`config.mk`:
```
export PLATFORM = sky130hd
export DESIGN_NAME = srec_emitter
export DESIGN_NICKNAME = d
export VERILOG_FILES = /design/src/rtl/srec_pkg.sv /design/src/rtl/srec_char_reg.sv /design/src/rtl/srec_emitter.sv
export SDC_FILE = /design/constraint.sdc
export NUM_CORES = 1
export LEC_CHECK = 0
export BUFFER_PORTS_ARGS = -buffer_cell sky130_fd_sc_hd__buf_2
export CELL_PAD_IN_SITES_DETAIL_PLACEMENT = 0
export CELL_PAD_IN_SITES_GLOBAL_PLACEMENT = 1
export CORE_MARGIN = 2
export CORE_UTILIZATION = 38
export DETAILED_ROUTE_END_ITERATION = 8
export PLACE_DENSITY = 0.7
export SLEW_MARGIN = 0
export SYNTH_ARGS = -nofsm -noshare
export SYNTH_HDL_FRONTEND = slang
export SYNTH_SLANG_ARGS = --single-unit
```
`constraint.sdc`:
```
create_clock -name clk -period 18.6 [get_ports clk]
set_input_delay 4.65 -clock clk [delete_from_list [all_inputs] [get_ports clk]]
set_output_delay 4.65 -clock clk [all_outputs]
set_load 0.02 [all_outputs]
```
`src/rtl/srec_pkg.sv`:
```
// Shared constants, FSM state type and hex/checksum helpers for the S-record emitter.
package srec_pkg;

  localparam logic [7:0] ASCII_S  = 8'h53;
  localparam logic [7:0] ASCII_3  = 8'h33;
  localparam logic [7:0] ASCII_7  = 8'h37;
  localparam logic [7:0] ASCII_0  = 8'h30;
  localparam logic [7:0] ASCII_LF = 8'h0A;

  typedef enum logic [3:0] {
    ST_IDLE,
    ST_HDR,
    ST_CNT,
    ST_ADDR,
    ST_RD,
    ST_DATA,
    ST_CK,
    ST_EOL,
    ST_TERM,
    ST_FIN
  } state_t;

  // Uppercase hex: 0-9 -> '0'..'9', A-F -> 'A'..'F' ('A' - 10 == 8'h37)
  function automatic logic [7:0] hex_ascii(input logic [3:0] nibble);
    return (nibble < 4'd10) ? (8'h30 + {4'h0, nibble}) : (8'h37 + {4'h0, nibble});
  endfunction

  function automatic logic [7:0] srec_cksum(input logic [7:0] acc);
    return ~acc;
  endfunction

endpackage

```
`src/rtl/srec_char_reg.sv`:
```
// Valid/ready output holding register: a loaded character is held until the sink accepts it.
module srec_char_reg (
  input  logic       clk,
  input  logic       rst,
  input  logic       load,
  input  logic [7:0] load_data,
  input  logic       char_ready,
  output logic [7:0] char_out,
  output logic       char_valid,
  output logic       free
);

  // A new character may enter when the register is empty or its current one leaves this edge
  assign free = ~char_valid | char_ready;

  always_ff @(posedge clk or posedge rst) begin
    if (rst) begin
      char_out   <= '0;
      char_valid <= 1'b0;
    end else if (load && free) begin
      char_out   <= load_data;
      char_valid <= 1'b1;
    end else if (char_ready) begin
      char_valid <= 1'b0;
    end
  end

endmodule

```
`src/rtl/srec_emitter.sv`:
```
// Reads a byte region through the memory port and emits it as S3 records plus an S7 terminator.
module srec_emitter
  import srec_pkg::*;
#(
  parameter int unsigned BYTES_PER_REC = 16,
  parameter int unsigned MEM_LAT       = 2
) (
  input  logic        clk,
  input  logic        rst,
  input  logic        start,
  input  logic [31:0] start_addr,
  input  logic [31:0] byte_count,
  input  logic [31:0] entry_addr,
  output logic        busy,
  output logic        done,
  output logic [31:0] mem_address,
  output logic [1:0]  mem_access_size,
  output logic        mem_rw,
  input  logic [31:0] mem_data_in,
  output logic [7:0]  char_out,
  output logic        char_valid,
  input  logic        char_ready
);

  state_t      state_q, state_d;
  logic [3:0]  idx_q, idx_d;
  logic [31:0] addr_q, addr_d;
  logic [31:0] rec_addr_q, rec_addr_d;
  logic [31:0] remain_q, remain_d;
  logic [31:0] entry_q, entry_d;
  logic [7:0]  rec_len_q, rec_len_d;
  logic [7:0]  rec_left_q, rec_left_d;
  logic [7:0]  acc_q, acc_d;
  logic [7:0]  data_q, data_d;

  logic        load;
  logic [7:0]  load_data;
  logic        free;
  logic [7:0]  cnt_byte;
  logic [7:0]  cks;
  logic [31:0] hex_src;
  logic [2:0]  nib_i;
  logic [31:0] sh;
  logic        unused_mem_hi;

  assign unused_mem_hi   = ^mem_data_in[31:8];
  assign mem_address     = addr_q;
  assign mem_access_size = 2'b00;
  assign mem_rw          = 1'b1;
  assign busy            = (state_q != ST_IDLE);

  function automatic logic [7:0] rec_len_of(input logic [31:0] rem);
    return (rem < BYTES_PER_REC) ? rem[7:0] : 8'(BYTES_PER_REC);
  endfunction

  srec_char_reg u_char_reg (
    .clk        (clk),
    .rst        (rst),
    .load       (load),
    .load_data  (load_data),
    .char_ready (char_ready),
    .char_out   (char_out),
    .char_valid (char_valid),
    .free       (free)
  );

  // Address hex digits: TERM places its 8 entry digits at idx 4..11, ADDR at idx 0..7.
  // On odd digits the low byte of the shifted word is the just-completed address byte.
  always_comb begin
    cnt_byte = rec_len_q + 8'd5;
    cks      = srec_cksum(acc_q);
    hex_src  = (state_q == ST_TERM) ? entry_q : rec_addr_q;
    nib_i    = (state_q == ST_TERM) ? (idx_q[2:0] ^ 3'b100) : idx_q[2:0];
    sh       = hex_src >> {~nib_i, 2'b00};
  end

  always_comb begin
    state_d    = state_q;
    idx_d      = idx_q;
    addr_d     = addr_q;
    rec_addr_d = rec_addr_q;
    remain_d   = remain_q;
    entry_d    = entry_q;
    rec_len_d  = rec_len_q;
    rec_left_d = rec_left_q;
    acc_d      = acc_q;
    data_d     = data_q;
    load       = 1'b0;
    load_data  = '0;
    done       = 1'b0;

    // Backpressure: nothing advances while a character is held and not accepted
    if (free) begin
      unique case (state_q)
        ST_IDLE: begin
          if (start) begin
            addr_d     = start_addr;
            rec_addr_d = start_addr;
            remain_d   = byte_count;
            entry_d    = entry_addr;
            rec_len_d  = rec_len_of(byte_count);
            rec_left_d = rec_len_of(byte_count);
            load       = 1'b1;
            load_data  = ASCII_S;
            idx_d      = 4'd1;
            state_d    = (byte_count == '0) ? ST_TERM : ST_HDR;
          end
        end
        ST_HDR: begin
          load = 1'b1;
          if (idx_q == 4'd0) begin
            load_data = ASCII_S;
            idx_d     = 4'd1;
          end else begin
            load_data = ASCII_3;
            idx_d     = '0;
            state_d   = ST_CNT;
          end
        end
        ST_CNT: begin
          load = 1'b1;
          if (idx_q == 4'd0) begin
            load_data = hex_ascii(cnt_byte[7:4]);
            acc_d     = cnt_byte;
            idx_d     = 4'd1;
          end else begin
            load_data = hex_ascii(cnt_byte[3:0]);
            idx_d     = '0;
            state_d   = ST_ADDR;
          end
        end
        ST_ADDR: begin
          load      = 1'b1;
          load_data = hex_ascii(sh[3:0]);
          if (idx_q[0]) acc_d = acc_q + sh[7:0];
          if (idx_q == 4'd7) begin
            idx_d   = '0;
            state_d = ST_RD;
          end else begin
            idx_d = idx_q + 4'd1;
          end
        end
        ST_RD: begin
          if (idx_q == 4'(MEM_LAT)) begin
            data_d  = mem_data_in[7:0];
            idx_d   = '0;
            state_d = ST_DATA;
          end else begin
            idx_d = idx_q + 4'd1;
          end
        end
        ST_DATA: begin
          load = 1'b1;
          if (idx_q == 4'd0) begin
            load_data = hex_ascii(data_q[7:4]);
            idx_d     = 4'd1;
          end else begin
            load_data  = hex_ascii(data_q[3:0]);
            acc_d      = acc_q + data_q;
            addr_d     = addr_q + 32'd1;
            remain_d   = remain_q - 32'd1;
            rec_left_d = rec_left_q - 8'd1;
            idx_d      = '0;
            state_d    = (rec_left_q == 8'd1) ? ST_CK : ST_RD;
          end
        end
        ST_CK: begin
          load = 1'b1;
          if (idx_q == 4'd0) begin
            load_data = hex_ascii(cks[7:4]);
            idx_d     = 4'd1;
          end else begin
            load_data = hex_ascii(cks[3:0]);
            idx_d     = '0;
            state_d   = ST_EOL;
          end
        end
        ST_EOL: begin
          load      = 1'b1;
          load_data = ASCII_LF;
          idx_d     = '0;
          if (remain_q != '0) begin
            rec_addr_d = addr_q;
            rec_len_d  = rec_len_of(remain_q);
            rec_left_d = rec_len_of(remain_q);
            state_d    = ST_HDR;
          end else begin
            state_d = ST_TERM;
          end
        end
        ST_TERM: begin
          load  = 1'b1;
          idx_d = idx_q + 4'd1;
          case (idx_q)
            4'd0:  load_data = ASCII_S;
            4'd1:  load_data = ASCII_7;
            4'd2:  load_data = ASCII_0;
            4'd3: begin
              load_data = hex_ascii(4'h5);
              acc_d     = 8'h05;
            end
            4'd12: load_data = hex_ascii(cks[7:4]);
            4'd13: load_data = hex_ascii(cks[3:0]);
            4'd14: begin
              load_data = ASCII_LF;
              idx_d     = '0;
              state_d   = ST_FIN;
            end
            default: begin
              load_data = hex_ascii(sh[3:0]);
              if (idx_q[0]) acc_d = acc_q + sh[7:0];
            end
          endcase
        end
        ST_FIN: begin
          if (!char_valid) begin
            done    = 1'b1;
            state_d = ST_IDLE;
          end
        end
        default: state_d = ST_IDLE;
      endcase
    end
  end

  always_ff @(posedge clk or posedge rst) begin
    if (rst) begin
      state_q    <= ST_IDLE;
      idx_q      <= '0;
      addr_q     <= '0;
      rec_addr_q <= '0;
      remain_q   <= '0;
      entry_q    <= '0;
      rec_len_q  <= '0;
      rec_left_q <= '0;
      acc_q      <= '0;
      data_q     <= '0;
    end else begin
      state_q    <= state_d;
      idx_q      <= idx_d;
      addr_q     <= addr_d;
      rec_addr_q <= rec_addr_d;
      remain_q   <= remain_d;
      entry_q    <= entry_d;
      rec_len_q  <= rec_len_d;
      rec_left_q <= rec_left_d;
      acc_q      <= acc_d;
      data_q     <= data_d;
    end
  end

endmodule

```
==> summary.md, run 1 <==
| Metric | Value |
|---|---|
| Mapped Cells | `1519` |
| Core area | `32500 µm²` |
| I/O Pins | `178` |
| DR pass1 iterations | `7` |
| Remaining global-route overflow | `0` |
| Antenna violations before repair | `1` |
| Compound-Gate Fraction of Synth Area | `roughly 25%` |
| Root Driver | `clkbuf_16` |
| Post-synth ARST share | `100%` |
| Die W | `186 µm` |
| Final setup fails | `0` |
| Worst-case clock buffer depth | `2` |
| Starting density of the core | `38.5%` |
| Inserted Clock Buffers | `17` |
| Post-route DRC | `0` |
| Slowest-stage cell, CP | `dfrtp_1` |
| Critical path data arrival time | `2.46 ns` |
| Die ar. | `roughly 34000 µm²` |
| Sink Count | `176` |
| Crit path kind | `register to primary output` |
| H-tree Lvls | `4` |
| Mux share of post-synthesis cell area | `about 8%` |
| Post-Synth Adder-Cell Area | `3.61%` |
| Max Fclk | `141 MHz` |
| Post-layout net count | `1762` |
| Crit path buffers/inverters | `1` |
| Distinct cell type count after synthesis | `89` |
| Sequential area share after synthesis | `a little over a third` |
| Post-CTS sizing | `0` |
| Post-route clock skew | `0.0151 ns` |
| HP Class | `register to register` |
| Post-synthesis simple-gate area fraction | `21.3%` |
| Setup bufs post-CTS | `0` |
| Ys flop type | `dfrtp_1` |
| # rows | `66` |
| Worst path max stage delay | `0.88 ns` |
| PortBufs | `149` |
| Antenna viol nets, final | `0` |
| Max VDD drop | `between 0.00009 and 0.0001 V` |
| Clock Latency Late Sink | `~0.45 ns` |
| Crit end category | `primary output` |
| DP Wirelength | `roughly 29000 µm` |
| Drt wl/cell | `20.0 µm` |
| Hold_buf cts | `0` |
| Status | `complete, no violations` |
| Setup crit start kind | `register` |
| LEAKAGE | `0.00586 µW` |
| Post-synth EDFFs | `0` |
| TNS Setup | `0 ns` |
| Placer Congestion | `between 0.8 and 0.9` |
| Family with the most delay on the worst path | `simple AND/OR/NAND/NOR gates` |
| Fin crit period | `around 7.1 ns` |
| Max Cap Viol | `0` |
| Final wirelength | `~40000 µm` |
| Power density over the cells | `~180 nW/µm²` |
| FF+latch count, synth | `approximately 180` |
| Vias after detailed routing | `12000` |
| Worst-path cell chain | `nor2b_1 -> nand2_1 -> nor3_1 -> buf_2` |
| Layout area overhead | `12.8%` |
| Global-route wire length before repair | `63900 µm` |
| Final Slew Violations | `0` |
| Vias in the first global route | `11300` |
| Avg Cell Area, Syn | `8.25 µm²` |
| Share of layout cells above drive strength 1 | `approximately 18%` |
| Worst Path Required | `about 14 ns` |
| Xor/xnor share of the synthesized area | `2.10%` |
| Synthesis Warnings | `0` |
| CP max FO | `22` |
| Fillers | `3413` |
| DR iter-0 viols | `between 900 and 1000` |
| Final Cycle Share | `between 30% and 40%` |
| Combinational family with the most area after synthesis | `compound AO/OA/AOI/OAI gates` |
| Max-slew headroom | `32.5%` |
| Worst-path clk slew | `0.07 ns` |
| Largest net degree at the start of global routing | `99` |
| Die height | `186 µm` |
| Worst hold slack | `0.492 ns` |
| Final Hold Fails | `0` |
| TritonCTS clock tree | `yes` |
| Post-DR vias/cell | `a little under 6` |
| Mapped Area | `12500 µm²` |
| RSZ-0062 raised after global routing | `no` |
| Total GRT Usage | `23.9%` |
| Tightest Pin Transition | `1.01 ns` |
## metal layers
metal  vias up  GRT usage, %  wire length, µm
met4         0          5.67              613
li1       5730             -                -
met5         -             0                0
met3        41          4.03             2420
met1      5816          34.6            19300
met2       370          37.2            18500
## cell usage in the layout (no fill, tap or decap), types with 13 or more instances in the layout
cell type	count
a211oi_1	13
a21oi_1	128
a22oi_1	19
a31oi_1	51
buf_2	149
buf_4	21
clkbuf_16	17
dfrtp_1	176
ha_1	33
inv_1	34
mux2_2	44
mux2i_1	18
mux4_2	15
nand2_1	184
nand2b_1	17
nand3_1	40
nand4_1	16
nor2_1	167
nor2b_1	16
nor3_1	34
nor4_1	19
o211ai_1	20
o21ai_0	104
o22ai_1	20
xnor2_1	18
## where the power goes
part	internal, µW	leakage, µW	total [µW]	switching [µW]
Sequential	556	0.00212	823	267
Clock	203	0.000282	366	163
Combinational	543	0.00346	1340	800
## cell type report
type | instances | area (µm²) | share of cell area (%)
Sequential cell | 176 | 4400 | 31.2
Tap cell | 442 | 553 | 3.91
Timing Repair Buffer | 170 | 903 | 6.39
Antenna cell | 1 | 2.50 | 0.0177
Clock inverter | 9 | 113 | 0.797
Clock buffer | 19 | 453 | 3.20
Inverter | 36 | 140 | 0.991
Multi-Input combinational cell | 1194 | 7570 | 53.5
## final timing paths
check	to	cells after the start	start	slack, ns
min in group asynchronous	remain_q[1]	2	rst	4.24
min reg2reg	rec_left_q[7]	1	rec_left_q[7]	0.49
max	done	4	state_q[0]	11.49
max reg2reg	acc_q[6]	16	state_q[3]	13.22
max in group asynchronous	mem_address[16]	3	rst	13.09
min	rec_left_q[7]	1	rec_left_q[7]	0.49
## sequential cells by signal, summed over array words and instances, names as in the netlist
signal	count
state_q	4
u_char_reg.char_valid	1
acc_q	8
idx_q	4
u_char_reg.char_out	7
mem_address	32
data_q	8
rec_left_q	8
rec_len_q	8
remain_q	32
rec_addr_q	32
entry_q	32
## Yosys cell counts (11+ instances only)
master | count | share of area [%]
mux4_2 | 15 | 2.7
nand2_1 | 185 | 5.5
a31oi_1 | 51 | 2.5
or3_1 | 11 | 0.55
nor2b_1 | 16 | 0.80
nand4_1 | 16 | 0.80
o22a_1 | 12 | 0.84
mux2i_1 | 18 | 1.4
a21oi_1 | 129 | 5.2
o22ai_1 | 20 | 1.0
nor2_1 | 168 | 5.0
clkbuf_1 | 75 | 2.2
nor4_1 | 19 | 0.95
nand3_1 | 40 | 1.6
o31ai_1 | 11 | 0.66
a211oi_1 | 13 | 0.78
o21ai_0 | 104 | 4.2
ha_1 | 33 | 3.3
dfrtp_1 | 176 | 35
buf_1 | 13 | 0.39
inv_1 | 35 | 1.0
o211ai_1 | 20 | 1.2
mux2_2 | 44 | 4.0
a22oi_1 | 19 | 1.1
xor2_1 | 12 | 0.84
buf_2 | 19 | 0.76
nand2b_1 | 17 | 0.85
nor3_1 | 34 | 1.4
xnor2_1 | 18 | 1.3
## logic make-up (layout without fill, tap and decap cells)
group,Yosys count,in the layout
other,2,5
adders and majority gates,35,35
and+or+nand+nor,564,564
buffers and inverters,151,234
AOI/OAI and AO/OA,483,483
muxes,78,78
xor gates and xnor gates,30,30
DFF,176,176
## through the flow
stage	total power, µW	std cells	instance area [µm²]	utilization [%]	worst slack (ns)
4_1_cts	2540	2046	14100	43.4	11.45
5_1_grt	2740	2047	14100	43.4	11.35
3_5_place_dp	2160	2018	13600	41.7	11.76
2_1_floorplan	1740	1521	12500	-	9.18
6_report	2530	2047	14100	43.4	11.49
3_3_place_gp	2140	2018	13600	41.7	11.77
Power figures use the tool's default switching activity.
==> inputs of run 2 (changes only) <==
--- a/config.mk
+++ b/config.mk
@@ -5,13 +5,14 @@
 export SDC_FILE = /design/constraint.sdc
 export NUM_CORES = 1
 export LEC_CHECK = 0
+export ABC_AREA = 1
 export BUFFER_PORTS_ARGS = -buffer_cell sky130_fd_sc_hd__buf_2
 export CELL_PAD_IN_SITES_DETAIL_PLACEMENT = 0
 export CELL_PAD_IN_SITES_GLOBAL_PLACEMENT = 1
 export CORE_MARGIN = 2
 export CORE_UTILIZATION = 38
 export DETAILED_ROUTE_END_ITERATION = 8
-export PLACE_DENSITY = 0.7
+export PLACE_DENSITY = 0.72
 export SLEW_MARGIN = 0
 export SYNTH_ARGS = -nofsm -noshare
 export SYNTH_HDL_FRONTEND = slang
==> constraint.sdc (replaced) <==
create_clock -name clk -period 7.3 [get_ports clk]
set_input_delay 1.825 -clock clk [delete_from_list [all_inputs] [get_ports clk]]
set_output_delay 1.825 -clock clk [all_outputs]
set_load 0.02 [all_outputs]
==> run 2 against run 1 <==
  * Hold slack got worse by 0.012 ns
  * Largest power group unchanged
  * First-iteration DRC count is 18% higher
  * Flip-flop and latch count unchanged
  * Clock-buffer cell count shrank 2
  * Sequential power rose by 130%
  * Critical path type is now register to register
  * Via count grew 4.5%
  * Synthesized area grew 0.75%
  * Critical endpoint is now acc_q[5]
  * Critical path depth grew 13
==> summary.md, run 2 <==
| Metric | Value |
|---|---|
| Setup bufs post-CTS | `0 (unchanged)` |
| Max Cap Viol | `0 (unchanged)` |
| Core area | `32600 µm² (+0.25%)` |
| Final setup fails | `0 (unchanged)` |
| Remaining global-route overflow | `0 (unchanged)` |
| Synth area leaders | `dfrtp_1, nand2_1, o21ai_0` |
| Total GRT Usage | `24.2% (+0.27 points)` |
| Worst-path clk slew | `0.08 ns (about the same)` |
| Final Slew Violations | `0 (unchanged)` |
| Starting density of the core | `38.7% (+0.19 points)` |
| Post-synthesis simple-gate area fraction | `27.7% (+6.4 points)` |
| Avg Cell Area, Syn | `7.02 µm² (-15%)` |
| Mapped Cells | `1798 (+18%)` |
| Most frequent cells in the layout | `nand2_1, nor2_1, inv_1, dfrtp_1, o21ai_0` |
| Crit end category | `register` |
| Sequential area share after synthesis | `34.9% (-0.26 points)` |
| RSZ-0062 raised after global routing | `no` |
| TritonCTS clock tree | `yes` |
| Vias in the first global route | `11600 (+3.0%)` |
| Post-CTS sizing | `0 (unchanged)` |
| Distinct cell type count after synthesis | `57 (-36%)` |
| Placed Cells incl. Taps | `2326 (+15%)` |
| Hold_buf cts | `0 (unchanged)` |
| DR pass1 iterations | `5 (-2)` |
| Worst Path Required | `7.64 ns (-6.31 ns)` |
| Layout area overhead | `12.6%` |
| Vias after detailed routing | `12500 (+4.5%)` |
| ANT cells | `0 (-1)` |
| Root Driver | `clkbuf_16` |
| Die height | `186 µm (+0.36%)` |
| Final Non-Filler Cells | `2358 (+15%)` |
| Max VDD drop | `0.000262 V (+190%)` |
| Xor/xnor share of the synthesized area | `2.84% (+0.75 points)` |
| Drt wl/cell | `17.4 µm (-13%)` |
| DP Wirelength | `30200 µm (+3.8%)` |
| Largest net degree at the start of global routing | `100 (+1.0%)` |
| Max-slew headroom | `27.1% (-5.3 points)` |
| Post-layout net count | `2070 (+17%)` |
| Share of the synthesized area in the top cell type | `34.9% (-0.26 points)` |
| Mapped Area | `12600 µm² (+0.75%)` |
| Fillers | `3458 (+1.3%)` |
| H-tree Lvls | `4 (unchanged)` |
| Worst hold slack | `0.480 ns (-0.0118 ns)` |
| LEAKAGE | `0.00673 µW (+15%)` |
| Fin crit period | `4.35 ns` |
| FF+latch count, synth | `176 (unchanged)` |
| # rows | `66 (unchanged)` |
| Post-route DRC | `0 (unchanged)` |
| Final Cycle Share | `about 60%` |
| HP Class | `register to register` |
| Post-layout util | `43.6% (+0.15 points)` |
| Post-route clock skew | `0.0107 ns (-0.00439 ns)` |
| Antenna viol nets, final | `0 (unchanged)` |
| Top-count cell post-synth | `nand2_1` |
| Power density over the cells | `489 nW/µm² (+170%)` |
| Critical path data arrival time | `4.69 ns (+2.23 ns)` |
| Antenna violations before repair | `2 (+1)` |
| Sink Count | `176 (unchanged)` |
| Worst-case clock buffer depth | `2 (unchanged)` |
| DR iter-0 viols | `1087 (+18%)` |
| Clock Latency Late Sink | `0.46 ns (about the same)` |
| Total power | `6950 µW (+170%)` |
| Max Fclk | `roughly 230 MHz` |
| Post-Synth Adder-Cell Area | `3.59% (-0.027 points)` |
| Synthesis Warnings | `0 (unchanged)` |
| Most common cell after layout, fill and taps aside | `nand2_1` |
| Post-synth EDFFs | `0 (unchanged)` |
| Die W | `186 µm (+0.36%)` |
| Status | `complete, no violations` |
| Final wirelength | `41100 µm (+0.50%)` |
| Share of layout cells above drive strength 1 | `13.8% (-4.1 points)` |
| Yosys top cell by area | `dfrtp_1` |
| Final Hold Fails | `0 (unchanged)` |
| Most common library cells after synthesis | `nand2_1, nor2_1, inv_1` |
| I/O Pins | `178 (unchanged)` |
| CP max FO | `45 (+100%)` |
| Placer Congestion | `0.904 (+2.7%)` |
| Setup crit start kind | `register` |
| Crit path kind | `register to register` |
| Combinational family with the most area after synthesis | `simple AND/OR/NAND/NOR gates` |
| Global-route wire length before repair | `64800 µm (+1.5%)` |
| Post-synth ARST share | `100% (unchanged)` |
| PortBufs | `149 (unchanged)` |
| Compound-Gate Fraction of Synth Area | `19.1% (-5.5 points)` |
| Die ar. | `34700 µm² (+0.73%)` |
| TNS Setup | `0 ns (unchanged)` |
| Ys flop type | `dfrtp_1` |
| Inserted Clock Buffers | `17 (unchanged)` |
| Post-DR vias/cell | `5.30 (-9.3%)` |
| Tightest Pin Transition | `1.09 ns (+0.0761 ns)` |
| Mux share of post-synthesis cell area | `2.41% (-5.8 points)` |
run 2: cell count changes after synthesis, moves of 24 or more:
cell	before	now
a21oi_1	129	94
a31oi_1	51	27
clkbuf_1	75	34
inv_1	35	192
nand2_1	185	376
nand3_1	40	129
nor2_1	168	217
o21ai_0	104	171
run 2: metrics by stage:
step                      cell area (µm²)  worst slack (ns)
after global placement              13600              2.83
after detailed placement            13600              2.81
final                               14200              2.95
after global routing                14200              2.56
after floorplan                     12600             0.701
after CTS                           14200              2.96
run 2: worst paths after layout:
kind | from | end | slack, ns | depth (start not counted)
hold reg to reg | u_char_reg.char_out[3] | u_char_reg.char_out[3] | 0.48 | 2
min in group asynchronous | rst | mem_address[30] | 1.51 | 2
hold / removal | u_char_reg.char_out[3] | u_char_reg.char_out[3] | 0.48 | 2
max in group asynchronous | rst | mem_address[16] | 4.36 | 3
setup reg to reg | state_q[3] | acc_q[5] | 2.95 | 17
setup / recovery | state_q[3] | acc_q[5] | 2.95 | 17
run 2: final cells by class:
class	count	area (µm²)	share of cell area (%)
clock buffer	17	425	2.99
clock inverter	15	158	1.11
inverter	207	782	5.50
multi-input combinational	1339	7060	49.6
sequential	176	4400	31.0
tap	442	553	3.89
timing repair buffer	162	843	5.93
run 2: metal layers:
layer	track usage [%]	share of wire [%]	routed length (µm)
met4	6.11	1.9	773
met2	37.1	44	18000
met1	35.3	49	20100
met5	0	0.051	21
met3	4.07	5.4	2240
run 2: kinds of logic (layout without fill, tap and decap cells):
| family | after synthesis | count (layout) |
|---|---|---|
| AND/OR/NAND/NOR | 815 | 815 |
| buffers and inverters | 285 | 401 |
| flip-flops | 176 | 176 |
| AO/OA/AOI/OAI | 417 | 417 |
| other | 2 | 4 |
| adder cells (fa/ha/maj) | 35 | 35 |
| multiplexers | 27 | 27 |
| XOR/XNOR | 41 | 41 |
run 2: worst max-delay path, cell delays in order (launching register included):
cell,delay [ns]
dfrtp_1,0.44
inv_2,0.08
nor2_4,0.41
nand2_4,0.42
inv_2,0.53
nand2_1,0.16
o21ai_0,0.15
o21ai_0,0.11
o32ai_1,0.45
ha_1,0.35
a21oi_1,0.21
o21a_1,0.17
xor2_1,0.14
nand2_1,0.06
o211ai_1,0.14
o21ai_0,0.13
o21ai_0,0.19
o21ai_1,0.09
run 2: where the power goes:
part           switching, µW  internal, µW
clock network            482           461
registers                469          1460
logic                   2730          1350
total                   3680          3270
==> inputs of run 3 (changes only) <==
--- a/config.mk
+++ b/config.mk
@@ -5,14 +5,14 @@
 export SDC_FILE = /design/constraint.sdc
 export NUM_CORES = 1
 export LEC_CHECK = 0
-export ABC_AREA = 1
+export ABC_AREA = 0
 export BUFFER_PORTS_ARGS = -buffer_cell sky130_fd_sc_hd__buf_2
 export CELL_PAD_IN_SITES_DETAIL_PLACEMENT = 0
 export CELL_PAD_IN_SITES_GLOBAL_PLACEMENT = 1
 export CORE_MARGIN = 2
 export CORE_UTILIZATION = 38
 export DETAILED_ROUTE_END_ITERATION = 8
-export PLACE_DENSITY = 0.72
+export PLACE_DENSITY = 0.7
 export SLEW_MARGIN = 0
 export SYNTH_ARGS = -nofsm -noshare
 export SYNTH_HDL_FRONTEND = slang
==> constraint.sdc (replaced) <==
create_clock -name clk -period 4.45 [get_ports clk]
set_input_delay 1.1125 -clock clk [delete_from_list [all_inputs] [get_ports clk]]
set_output_delay 1.1125 -clock clk [all_outputs]
set_load 0.02 [all_outputs]
==> run 3 against run 2 <==
  * Routed wire length rose by 0.23%
  * Largest power group unchanged
  * Final cell count decreased by 12%
  * First-iteration DRC count is 12% lower
==> summary.md, run 3 (synthesis results as in run 1) <==
| Metric | Value |
|---|---|
| Status | `complete, no violations` |
| I/O Pins | `178 (unchanged)` |
| Crit path kind | `register to register` |
| Post-layout net count | `1780 (-14%)` |
| Flop2flop setup slack | `0.39 ns (-2.56 ns)` |
| Layout area overhead | `14.0%` |
| TritonCTS clock tree | `yes` |
| DR iter-0 viols | `961 (-12%)` |
| Max-slew headroom | `33.6% (+6.5 points)` |
| Max VDD drop | `0.000330 V (+26%)` |
| Tightest Pin Transition | `0.986 ns (-0.103 ns)` |
| Vias in the first global route | `11000 (-4.8%)` |
| Sink Count | `176 (unchanged)` |
| Worst-path clk slew | `0.08 ns (about the same)` |
| HP Class | `register to register` |
| R2r worst-path depth | `16 (-1)` |
| Worst hold stages | `1 (-1)` |
| Most common cell after layout, fill and taps aside | `nand2_1` |
| Core area | `32500 µm² (-0.25%)` |
| Setup bufs post-CTS | `0 (unchanged)` |
| Post-CTS sizing | `0 (unchanged)` |
| Drt wl/cell | `19.9 µm (+14%)` |
| Crit end category | `register` |
| Inserted Clock Buffers | `17 (unchanged)` |
| Vias after detailed routing | `12000 (-3.8%)` |
| Largest net degree at the start of global routing | `101 (+1.0%)` |
| Antenna violations before repair | `1 (-1)` |
| ANT cells | `0 (unchanged)` |
| Fillers | `3353 (-3.0%)` |
| Max Cap Viol | `0 (unchanged)` |
| Hold_buf cts | `0 (unchanged)` |
| Die W | `186 µm (-0.36%)` |
| Most frequent cells in the layout | `nand2_1, dfrtp_1, nor2_1, buf_2, a21oi_1` |
| # rows | `66 (unchanged)` |
| Die height | `186 µm (-0.36%)` |
| Final Slew Violations | `0 (unchanged)` |
| Worst-case clock buffer depth | `2 (unchanged)` |
| Die ar. | `34500 µm² (-0.72%)` |
| Final Non-Filler Cells | `2068 (-12%)` |
| H-tree Lvls | `4 (unchanged)` |
| Starting density of the core | `38.5% (-0.19 points)` |
| CP max FO | `8 (-82%)` |
| Post-DR vias/cell | `5.81 (+9.7%)` |
| Placer Congestion | `0.872 (-3.5%)` |
| PortBufs | `149 (unchanged)` |
| DR pass1 iterations | `7 (+2)` |
| Total power | `10600 µW (+53%)` |
| Final Cycle Share | `91.2% (+32 points)` |
| Critical path data arrival time | `4.45 ns (-0.24 ns)` |
| Setup crit start kind | `register` |
| Post-route clock skew | `0.0149 ns (+0.00420 ns)` |
| Seq. cell area | `4400 µm² (unchanged)` |
| Total GRT Usage | `24.1% (-0.081 points)` |
| Power density over the cells | `744 nW/µm² (+52%)` |
| TNS Setup | `0 ns (unchanged)` |
| Worst Path Required | `4.84 ns (-2.80 ns)` |
| Placed Cells incl. Taps | `2036 (-12%)` |
| Root Driver | `clkbuf_16` |
| Antenna viol nets, final | `0 (unchanged)` |
| Remaining global-route overflow | `0 (unchanged)` |
| Final Hold Fails | `0 (unchanged)` |
| Final setup fails | `0 (unchanged)` |
| Final wirelength | `41200 µm (+0.23%)` |
| Post-route DRC | `0 (unchanged)` |
| DP Wirelength | `30000 µm (-0.57%)` |
| Max Fclk | `246 MHz (+7.3%)` |
| Fin crit period | `4.06 ns (-0.295 ns)` |
| Area of the multi-input gates | `7570 µm² (+7.2%)` |
| Clock Latency Late Sink | `0.46 ns (about the same)` |
| LEAKAGE | `0.00595 µW (-11%)` |
| Global-route wire length before repair | `64100 µm (-1.1%)` |
| RSZ-0062 raised after global routing | `no` |
| Share of layout cells above drive strength 1 | `18.9% (+5.1 points)` |
-- run 3: changes by cell type in the layout (fill, tap and decap cells not counted), moves of 21 or more --
| cell | change |
|---|---|
| a21oi_1 | +34 |
| a31oi_1 | +24 |
| buf_4 | +24 |
| inv_1 | -156 |
| nand2_1 | -192 |
| nand3_1 | -89 |
| nor2_1 | -50 |
| o211ai_1 | -23 |
| o21ai_0 | -67 |
| xor2_1 | -21 |
-- run 3: final timing paths --
kind / start / end
min in group asynchronous: rst / rec_len_q[7]
setup reg to reg: state_q[2] / acc_q[6]
max in group asynchronous: rst / mem_address[3]
hold reg to reg: rec_left_q[7] / rec_left_q[7]
setup / recovery: state_q[2] / acc_q[6]
hold / removal: rec_left_q[7] / rec_left_q[7]
-- run 3: per-stage QoR --
step	hold WS (ns)	util [%]	setup slack, ns	cell area, µm²
finish	0.497	43.9	0.392	14300
global route	0.519	43.9	0.110	14300
CTS	0.488	43.9	0.362	14300
detailed placement	0.470	42.2	0.423	13700
global placement	0.466	42.2	0.420	13700
floorplan	0.444	-	0.597	12500
-- run 3: layout make-up --
class / count / area share, %
clock buffer: 19 / 3.10
clock inverter: 13 / 0.849
inverter: 36 / 0.972
multi-input combinational: 1194 / 53.0
sequential: 176 / 30.8
tap: 442 / 3.87
timing repair buffer: 188 / 7.44
-- run 3: critical path, stage by stage, from the launching register on --
cell	delay, ns
dfrtp_1	0.43
nor4b_4	0.50
buf_4	0.26
mux2i_1	0.28
nand2_1	0.09
o211a_1	0.15
a221oi_2	0.34
inv_1	0.08
ha_1	0.22
fa_1	0.40
a21o_1	0.18
a21oi_1	0.21
o21bai_1	0.09
a21oi_1	0.17
mux2_2	0.35
o221ai_1	0.07
a22o_1	0.16
-- run 3: power breakdown --
part	switching (µW)	internal (µW)	total, µW
registers	1050	2320	3370
clock network	746	753	1500
logic	3430	2340	5770
total	5220	5410	10600
-- run 3: layer usage --
layer / global-route usage, % / routed length (µm) / vias up
li1: - / - / 5796
met1: 35.0 / 19700 / 5829
met2: 37.6 / 18800 / 361
met3: 3.56 / 2160 / 35
met4: 5.76 / 605 / 0
met5: 0 / 0 / -
